File: config.mk
export PLATFORM = sky130hd
export DESIGN_NAME = sme_loader
export DESIGN_NICKNAME = d
export VERILOG_FILES = /design/src/rtl/sme_loader.sv
export SDC_FILE = /design/constraint.sdc
export NUM_CORES = 1
export LEC_CHECK = 0
export ABC_AREA = 1
export CAP_MARGIN = 0
export CORE_MARGIN = 2
export CORE_UTILIZATION = 50
export DETAILED_ROUTE_END_ITERATION = 10
export HOLD_SLACK_MARGIN = 0.1
export PLACE_DENSITY = 0.7
export SETUP_SLACK_MARGIN = 0.1
export SLEW_MARGIN = 20
export SYNTH_ARGS = -nofsm -noshare
export SYNTH_HDL_FRONTEND = slang
export SYNTH_SLANG_ARGS = --single-unit
File: constraint.sdc
create_clock -name clk -period 2.3 [get_ports clk]
set_input_delay 0.23 -clock clk [delete_from_list [all_inputs] [get_ports clk]]
set_output_delay 0.23 -clock clk [all_outputs]
set_load 0.005 [all_outputs]
File: src/rtl/sme_loader.sv
`default_nettype none
// ============================================================================
// Module   : sme_loader
// Brief    : Buffers string/pattern characters and launches the SME matcher.
//            Define SME_ANCHOR_PARSE_EN to strip a leading '^' / trailing '$'.
// Revision : 1.0
// ============================================================================
module sme_loader #(
  parameter int STR_DEPTH = 32,
  parameter int PAT_DEPTH = 8
) (
  input  logic                           clk,
  input  logic                           reset,
  input  logic [7:0]                     chardata,
  input  logic                           isstring,
  input  logic                           ispattern,
  input  logic [$clog2(STR_DEPTH)-1:0]   str_rd_addr,
  output logic [7:0]                     str_rd_data,
  input  logic [$clog2(PAT_DEPTH)-1:0]   pat_rd_addr,
  output logic [7:0]                     pat_rd_data,
  output logic [$clog2(STR_DEPTH+1)-1:0] str_len,
  output logic [$clog2(PAT_DEPTH+1)-1:0] pat_len,
  output logic                           start,
  input  logic                           done,
  output logic                           busy,
  output logic                           err,
  output logic                           head_anchor,
  output logic                           tail_anchor
);

  localparam int SA_W = $clog2(STR_DEPTH);
  localparam int PA_W = $clog2(PAT_DEPTH);
  localparam int SL_W = $clog2(STR_DEPTH + 1);
  localparam int PL_W = $clog2(PAT_DEPTH + 1);

  localparam logic [SL_W-1:0] c_str_max = SL_W'(STR_DEPTH);
  localparam logic [PL_W-1:0] c_pat_max = PL_W'(PAT_DEPTH);
  localparam logic [SL_W-1:0] c_str_one = SL_W'(1);
  localparam logic [PL_W-1:0] c_pat_one = PL_W'(1);

  typedef enum logic [2:0] {
    S_IDLE     = 3'd0,
    S_LOAD_STR = 3'd1,
    S_LOAD_PAT = 3'd2,
    S_ISSUE    = 3'd3,
    S_WAIT     = 3'd4
  } state_t;

  state_t          r_state, w_state_next;
  logic [7:0]      r_str_mem [STR_DEPTH];
  logic [7:0]      r_pat_mem [PAT_DEPTH];
  logic [SL_W-1:0] r_str_len, w_str_len_next;
  logic [PL_W-1:0] r_pat_len, w_pat_len_next;
  logic            r_err, w_err_set;
  logic            w_str_we, w_pat_we, w_pat_first;
  logic [SA_W-1:0] w_str_waddr;
  logic [PA_W-1:0] w_pat_waddr;

`ifdef SME_ANCHOR_PARSE_EN
  localparam logic [7:0] c_caret  = 8'h5E;
  localparam logic [7:0] c_dollar = 8'h24;
  logic            r_head, r_tail, w_head_next, w_tail_next;
  logic [PA_W-1:0] w_pat_last;
  assign w_pat_last = PA_W'(r_pat_len - c_pat_one);
`endif

  always_ff @(posedge clk or posedge reset) begin
    if (reset) r_state <= S_IDLE;
    else       r_state <= w_state_next;
  end

  always_comb begin
    w_state_next   = r_state;
    start          = 1'b0;
    busy           = 1'b0;
    w_err_set      = 1'b0;
    w_str_we       = 1'b0;
    w_str_waddr    = r_str_len[SA_W-1:0];
    w_str_len_next = r_str_len;
    w_pat_we       = 1'b0;
    w_pat_waddr    = r_pat_len[PA_W-1:0];
    w_pat_len_next = r_pat_len;
    w_pat_first    = 1'b0;
`ifdef SME_ANCHOR_PARSE_EN
    w_head_next    = r_head;
    w_tail_next    = r_tail;
`endif
    case (r_state)
      S_IDLE: begin
        if (isstring) begin
          w_err_set      = ispattern;
          w_str_we       = 1'b1;
          w_str_waddr    = '0;
          w_str_len_next = c_str_one;
          w_state_next   = S_LOAD_STR;
        end else if (ispattern) begin
          w_pat_first  = 1'b1;
          w_state_next = S_LOAD_PAT;
        end
      end
      S_LOAD_STR: begin
        if (isstring) begin
          w_err_set = ispattern;
          if (r_str_len < c_str_max) begin
            w_str_we       = 1'b1;
            w_str_len_next = r_str_len + c_str_one;
          end else begin
            w_err_set = 1'b1;
          end
        end else if (ispattern) begin
          w_pat_first  = 1'b1;
          w_state_next = S_LOAD_PAT;
        end else begin
          w_state_next = S_IDLE;
        end
      end
      S_LOAD_PAT: begin
        if (ispattern && !isstring) begin
          if (r_pat_len < c_pat_max) begin
            w_pat_we       = 1'b1;
            w_pat_len_next = r_pat_len + c_pat_one;
          end else begin
            w_err_set = 1'b1;
          end
        end else begin
          w_err_set = isstring & ispattern;
          if (r_str_len == '0) begin
            // Nothing to match against: drop the job.
            w_err_set    = 1'b1;
            w_state_next = S_IDLE;
          end else begin
`ifdef SME_ANCHOR_PARSE_EN
            if (r_pat_len != '0 && r_pat_mem[w_pat_last] == c_dollar) begin
              w_pat_len_next = r_pat_len - c_pat_one;
              w_tail_next    = 1'b1;
            end
`endif
            w_state_next = S_ISSUE;
          end
        end
      end
      S_ISSUE: begin
        start        = 1'b1;
        busy         = 1'b1;
        w_err_set    = isstring | ispattern;
        w_state_next = S_WAIT;
      end
      S_WAIT: begin
        busy      = 1'b1;
        w_err_set = isstring | ispattern;
        if (done) w_state_next = S_IDLE;
      end
      default: w_state_next = S_IDLE;
    endcase

    // First pattern character always lands at index 0.
    if (w_pat_first) begin
      w_pat_we       = 1'b1;
      w_pat_waddr    = '0;
      w_pat_len_next = c_pat_one;
`ifdef SME_ANCHOR_PARSE_EN
      w_tail_next = 1'b0;
      w_head_next = (chardata == c_caret);
      if (chardata == c_caret) begin
        w_pat_we       = 1'b0;
        w_pat_len_next = '0;
      end
`endif
    end
  end

  always_ff @(posedge clk) begin
    if (w_str_we) r_str_mem[w_str_waddr] <= chardata;
    if (w_pat_we) r_pat_mem[w_pat_waddr] <= chardata;
  end

  always_ff @(posedge clk or posedge reset) begin
    if (reset) begin
      r_str_len <= '0;
      r_pat_len <= '0;
      r_err     <= 1'b0;
    end else begin
      r_str_len <= w_str_len_next;
      r_pat_len <= w_pat_len_next;
      r_err     <= r_err | w_err_set;
    end
  end

`ifdef SME_ANCHOR_PARSE_EN
  always_ff @(posedge clk or posedge reset) begin
    if (reset) begin
      r_head <= 1'b0;
      r_tail <= 1'b0;
    end else begin
      r_head <= w_head_next;
      r_tail <= w_tail_next;
    end
  end
  assign head_anchor = r_head;
  assign tail_anchor = r_tail;
`else
  assign head_anchor = 1'b0;
  assign tail_anchor = 1'b0;
`endif

  assign str_rd_data = r_str_mem[str_rd_addr];
  assign pat_rd_data = r_pat_mem[pat_rd_addr];
  assign str_len     = r_str_len;
  assign pat_len     = r_pat_len;
  assign err         = r_err;

endmodule
`default_nettype wire

== Yosys cells after proc, flatten, opt, wreduce, memory -nomap -nowiden ==
Memory sizes are Yosys's and may differ from the RTL's.
Cells that the tools add are included.
Widths: inputs -> output; s select.

* Logic and storage cells: 80
* Bits of input ports: 21
* Register bits after elaboration: 14
* Memories: 2
* Output and inout port bits: 31
* Bits in writable memories: 320

* Multiplexer cells: 43
* $add $sub $neg: 2
* Reduce and logical (&&, ||, !) cells: 13
* Bitwise gates (word level): 3
* Equality and inequality tests: 11
* Magnitude comparators: 2

{| class="wikitable"
|+ Memories
! memory !! words !! width !! read ports !! clocked after Yosys merged registers in !! wr ports !! line !! text
|-
| r_str_mem || 32 || 8 || 1 || 0 || 1 || 50 || <nowiki>logic [7:0] r_str_mem [STR_DEPTH];</nowiki>
|-
| r_pat_mem || 8 || 8 || 1 || 0 || 1 || 51 || <nowiki>logic [7:0] r_pat_mem [PAT_DEPTH];</nowiki>
|}

{| class="wikitable"
|+ Operators by type and width
! operator !! number
|-
| $mux 1 || 22
|-
| $mux 3 || 6
|-
| $mux 6 || 3
|-
| $mux 4 || 4
|-
| $pmux 3 s5 || 1
|-
| $ne 2x2->1 const B || 6
|-
| $pmux 6 s2 || 1
|-
| $mux 5 || 2
|-
| $reduce_and 4->1 || 2
|-
| $reduce_bool 2->1 || 4
|-
| $add 6x1->6 const B || 1
|-
| $eq 3x2->1 const B || 2
|-
| $logic_not 6->1 || 1
|-
| $lt 6x6->1 const B || 1
|-
| $add 4x1->4 const B || 1
|-
| $lt 4x4->1 const B || 1
|-
| $mux 2 || 2
|-
| $pmux 1 s4 || 1
|-
| $reduce_or 2->1 || 2
|-
| $eq 3x1->1 const B || 1
|-
| $eq 3x3->1 const B || 1
|-
| $logic_not 3->1 || 1
|-
| $ne 3x3->1 const B || 1
|-
| $reduce_and 3->1 || 1
|-
| 5 further kinds || 6
|}

== Longest topological paths before layout ==
* Depth in word-level cells: 7
* Mapped depth: 11
* Gate-level depth less buffers: 9

== Worst setup path after synthesis ==
OpenSTA, ideal clock, no wires.

* Kind: register to register
* From: register r_state[2]
* To: memory r_pat_mem[3][0] (enable)
* Path slack: 0.086 ns
* Data required time: 1.905 ns
* Setup time: 0.395 ns
* Arrival time: 1.819 ns
* Stages on the path, launching flop included: 6
* Cell sequence: dfrtp_1 nor3_2 nand2_1 nand2_1 inv_1 nor4_1

* Word-level cells in the longest chain between the ends: 6
* Elaborated cells on any way between the ends: 10

{| class="wikitable"
|+ RTL lines
! item !! line !! text
|-
| from (decl) || 49 || <nowiki>state_t r_state, w_state_next;</nowiki>
|-
| from (signal assigned) || 69 || <nowiki>else r_state <= w_state_next;</nowiki>
|-
| $eq 3x1->1 or $logic_not 3->1 (tied branches) || 88 || <nowiki>case (r_state)</nowiki>
|-
| $reduce_or 2->1 (no source line) || -- ||
|-
| $mux 1 || -- ||
|-
| $mux 1 || 157 || <nowiki>if (w_pat_first) begin</nowiki>
|-
| $mux 1 || 174 || <nowiki>if (w_pat_we) r_pat_mem[w_pat_waddr] <= chardata;</nowiki>
|-
| $mux 1 (not written as such) || 174 ||
|-
| to (decl) || 51 ||
|}

Parallel ways exist; a longest one is shown, timed or not.

== Worst setup path after layout ==
* From: memory r_pat_mem[6][4]
* To: output port pat_rd_data[4]

* Word-level cells in the longest chain between the ends: 1

{| class="wikitable"
|+ RTL lines
! item !! line !! text
|-
| $mem_v2 8x8 || -- ||
|-
| to (decl) || 20 || <nowiki>output logic [7:0] pat_rd_data,</nowiki>
|}

Every way passes these cells.

==> results.md <==
- Sink Count: about 330
- Routed len/inst: roughly 20 um
- Switching Power: 0.00354 W
- Pre-antenna DRT Iters: 5
- Total chip power: 0.0141 W
- Count of final setup violators: 0
- Synth Area in Adders: 0.270%
- Via density: 5.56
- Placed cell areas: 0.0155 mm2
- Layout cells sized above 1: 14.1%
- Count of cell types in the netlist: 33
- Pint: between 0.01 and 0.015 W
- Synth area leader: edfxtp_1
- Largest family of logic cells by synthesized area: simple AND/OR/NAND/NOR gates
- Nets: approximately 1.4k
- Chip Height: 171 um
- Crit path required time: 2070 ps
- Worst hold margin: 349 ps
- Worst setup EP type: output port
- IO Count: 52
- Drt initial violations: slightly above 900
- Skew-Pair Late Insertion Delay: 520 ps
- Total grt overflow: 0
- GRT Util Overall: 23.6%
- Longest Clk Path Bufs: 3
- Gate Count Post-Synth: 1231
- Area delta synth->final: 20.2%
- Combinational group share of total power: between 10% and 20%
- Post-synth EDFFs: 320
- Core Region: 0.0271 mm2
- Final GP Congestion: approximately 0.88
- Min-delay worst type: input port to flip-flop
- Outcome: finished, final reports clean
- H-Tree Depth: 2
- Final HPWL DP: 20300 um
- Synth Area in Simple Gates: 22.4%
- Synth Area in Compound Gates: 2.42%
- Post-synthesis register bit count: 334
- Crit Path Category: flip-flop to output port
- DIE AREA: approximately 0.029 mm2
- Fin cells: 1739
- Ant. Diodes: 0
- Top_reg_cell synth: edfxtp_1
- Max VDD drop: 0.513 mV
- Crit path DAT: 1910 ps
- Post-DRT Antenna Nets: 0
- Final Slew Violations: 0
- FFs w/ async S/R, synth: 4.19%
- Layout Utilization: 61.6%
- Initial Utilization: 51.2%
- Pin count of the biggest net entering global routing: 44
- Slew HR: between 50% and 60%
- Inserted Clock Buffers: 34
- YS warnings: 0
- Max Fclk: roughly 470 MHz
- First-pass GRT wire length: approximately 52000 um
- Count leader, synth: nand2_1
- Tightest Pin Transition: roughly 600 ps
- Number of global-route vias before repair: around 9.3k
- Final Hold Fails: 0
- Post-synthesis sequential area ratio: between 70% and 80%
- Sequential Power Share: between 50% and 60%
- # placed instances: approximately 1.7k
- CTS tree: done
- Synth top area cells: edfxtp_1 (69%), nand2_1 (11%), nand3_1 (7.5%)
- Type of origin of the critical path: flip-flop
- Synthesized area: 0.0139 mm2
- Port-buffer cells: 49
- Commonest cells post-synth: nand2_1 (417), edfxtp_1 (320), nand3_1 (207)
- Final critical delay including setup and external delays: roughly 2100 ps
- Setup Skew: 26.2 ps
- Design area: between 0.015 and 0.02 mm2
- Via count: 9665
- Max_cap viols: 0
- Period utilization: 93.2%
- Clock root cell: clkbuf_16
- Syn avg cell area: 11.3 um2
- Switch share: 25.1%
- Routed WL: 33900 um
- Xor/xnor cell area share of the yosys netlist: 0.0631%
- Post-route DRC: 0
- Cell Pwr Density: approximately 850 mW/mm2
- Initial antenna violation count: 1
- Leak: approximately 6.3 nW
- Clk pwr share: a little over a third
- Post-synth top area share: 69.2%
- # rows: 60
- RSZ-0062 raised after global routing: no
- Max FO, Critical Path: 1
- Reg clk slew, reported paths: 60 ps
- Die width: 171 um
- Mux contribution to synthesized area: 0%
logic make-up after synthesis:
family                     after synthesis
and+or+nand+nor                        731
AOI/OAI and AO/OA                       64
buffers and inverters                   97
other                                    1
DFF                                    334
xor gates and xnor gates                 1
adders and majority gates                3
worst max-delay path, stage by stage (launching register included):
cell and delay (ps):
edfxtp_1 320, o21ai_0 70, o21ai_1 170, a21oi_1 90, a31oi_1 220, clkdlybuf4s50_1 550
metrics by stage:
| step | TNS (ps) | setup slack, ps |
|---|---|---|
| final | 0 | 157 |
| after floorplan | 0 | 190 |
| after CTS | 0 | 13.1 |
| after detailed placement | -73.3 | -55.9 |
| after global routing | 0 | 116 |
| after global placement | -65.5 | -45.7 |
power by group through the flow:
stage / Combinational (W) / Clock (W) / Sequential (W)
floorplan: 0.00103 / 0 / 0.00715
global placement: 0.00184 / 0 / 0.00718
detailed placement: 0.00187 / 0 / 0.00719
CTS: 0.00190 / 0.00511 / 0.00707
global route: 0.00217 / 0.00533 / 0.00710
finish: 0.00199 / 0.00505 / 0.00707
worst paths after layout:
| check | slack (ps) | cells past startpoint | end | start |
|---|---|---|---|---|
| max in group asynchronous | 1290 | 3 | r_state[2] | reset |
| worst max register to register | 210 | 10 | r_str_mem[0][5] | r_state[2] |
| worst max-delay path | 160 | 5 | pat_rd_data[4] | r_pat_mem[6][4] |
| min in group asynchronous | 610 | 3 | pat_len[1] | reset |
| worst min register to register | 500 | 2 | err | err |
| worst min-delay path | 350 | 3 | r_state[2] | done |
state kept, by name (all words and copies together) (netlist names):
| name | count |
|---|---|
| r_pat_mem | 64 |
| str_len | 6 |
| r_str_mem | 256 |
| pat_len | 4 |
| r_state | 3 |
| err | 1 |
layout by cell type, fill, tap and decap left out, types with 2 or more instances in the layout:
master           Yosys  routed
inv_2                1       4
buf_2               29       2
nor2_1              72      72
nor2_2               8       4
dlymetal6s2s_1       0       4
nor2_4               3       7
clkbuf_1            27       9
dlygate4sd2_1        0       9
buf_4                3      67
ha_1                 3       3
nand3_2              1      11
a21oi_2              0       2
dfrtp_1             14      13
a31oi_1              8       8
buf_6                1       5
o22ai_1              2       2
buf_12               0      22
nand4_1              5       5
nand2_1            417     406
nand2_4              2       2
nor3_1               7       7
clkdlybuf4s50_1      0      34
o21ai_1              0       9
clkinv_2             0       5
a21oi_1             12      10
clkinv_1             0       3
nand2_2              3      14
clkinvlp_4           0       2
inv_1               29      24
o21ai_0             41      32
clkbuf_16            0      35
edfxtp_1           320     320
nand3_1            207     197
conb_1               1       2
timing repair:
item                                    CTS  global route
hold buffers                              1             0
endpoints found under the setup margin   16            73
buffers inserted                          0             4
gates resized for setup                  34            26
gates cloned                              2             1
pin swaps                                 5             4
endpoints found under the hold margin    14             0
area by class of cell:
cell class | count | area [um2]
Fill cell | 2068 | 10400
Sequential cell | 334 | 9960
Multi-Input combinational cell | 801 | 3620
Timing Repair Buffer | 145 | 1520
Clock buffer | 44 | 910
Tap cell | 372 | 465
Inverter | 31 | 124
Clock inverter | 11 | 86.3
Timing Repair inverter | 1 | 5.00
routing by layer:
| layer | global-route usage (%) | routed length (um) |
|---|---|---|
| met5 | 0 | 9 |
| met4 | 7.36 | 783 |
| met3 | 4.95 | 2550 |
| met2 | 37.3 | 16100 |
| met1 | 33.0 | 14400 |
Note: power is estimated with default switching activity, not from simulation.
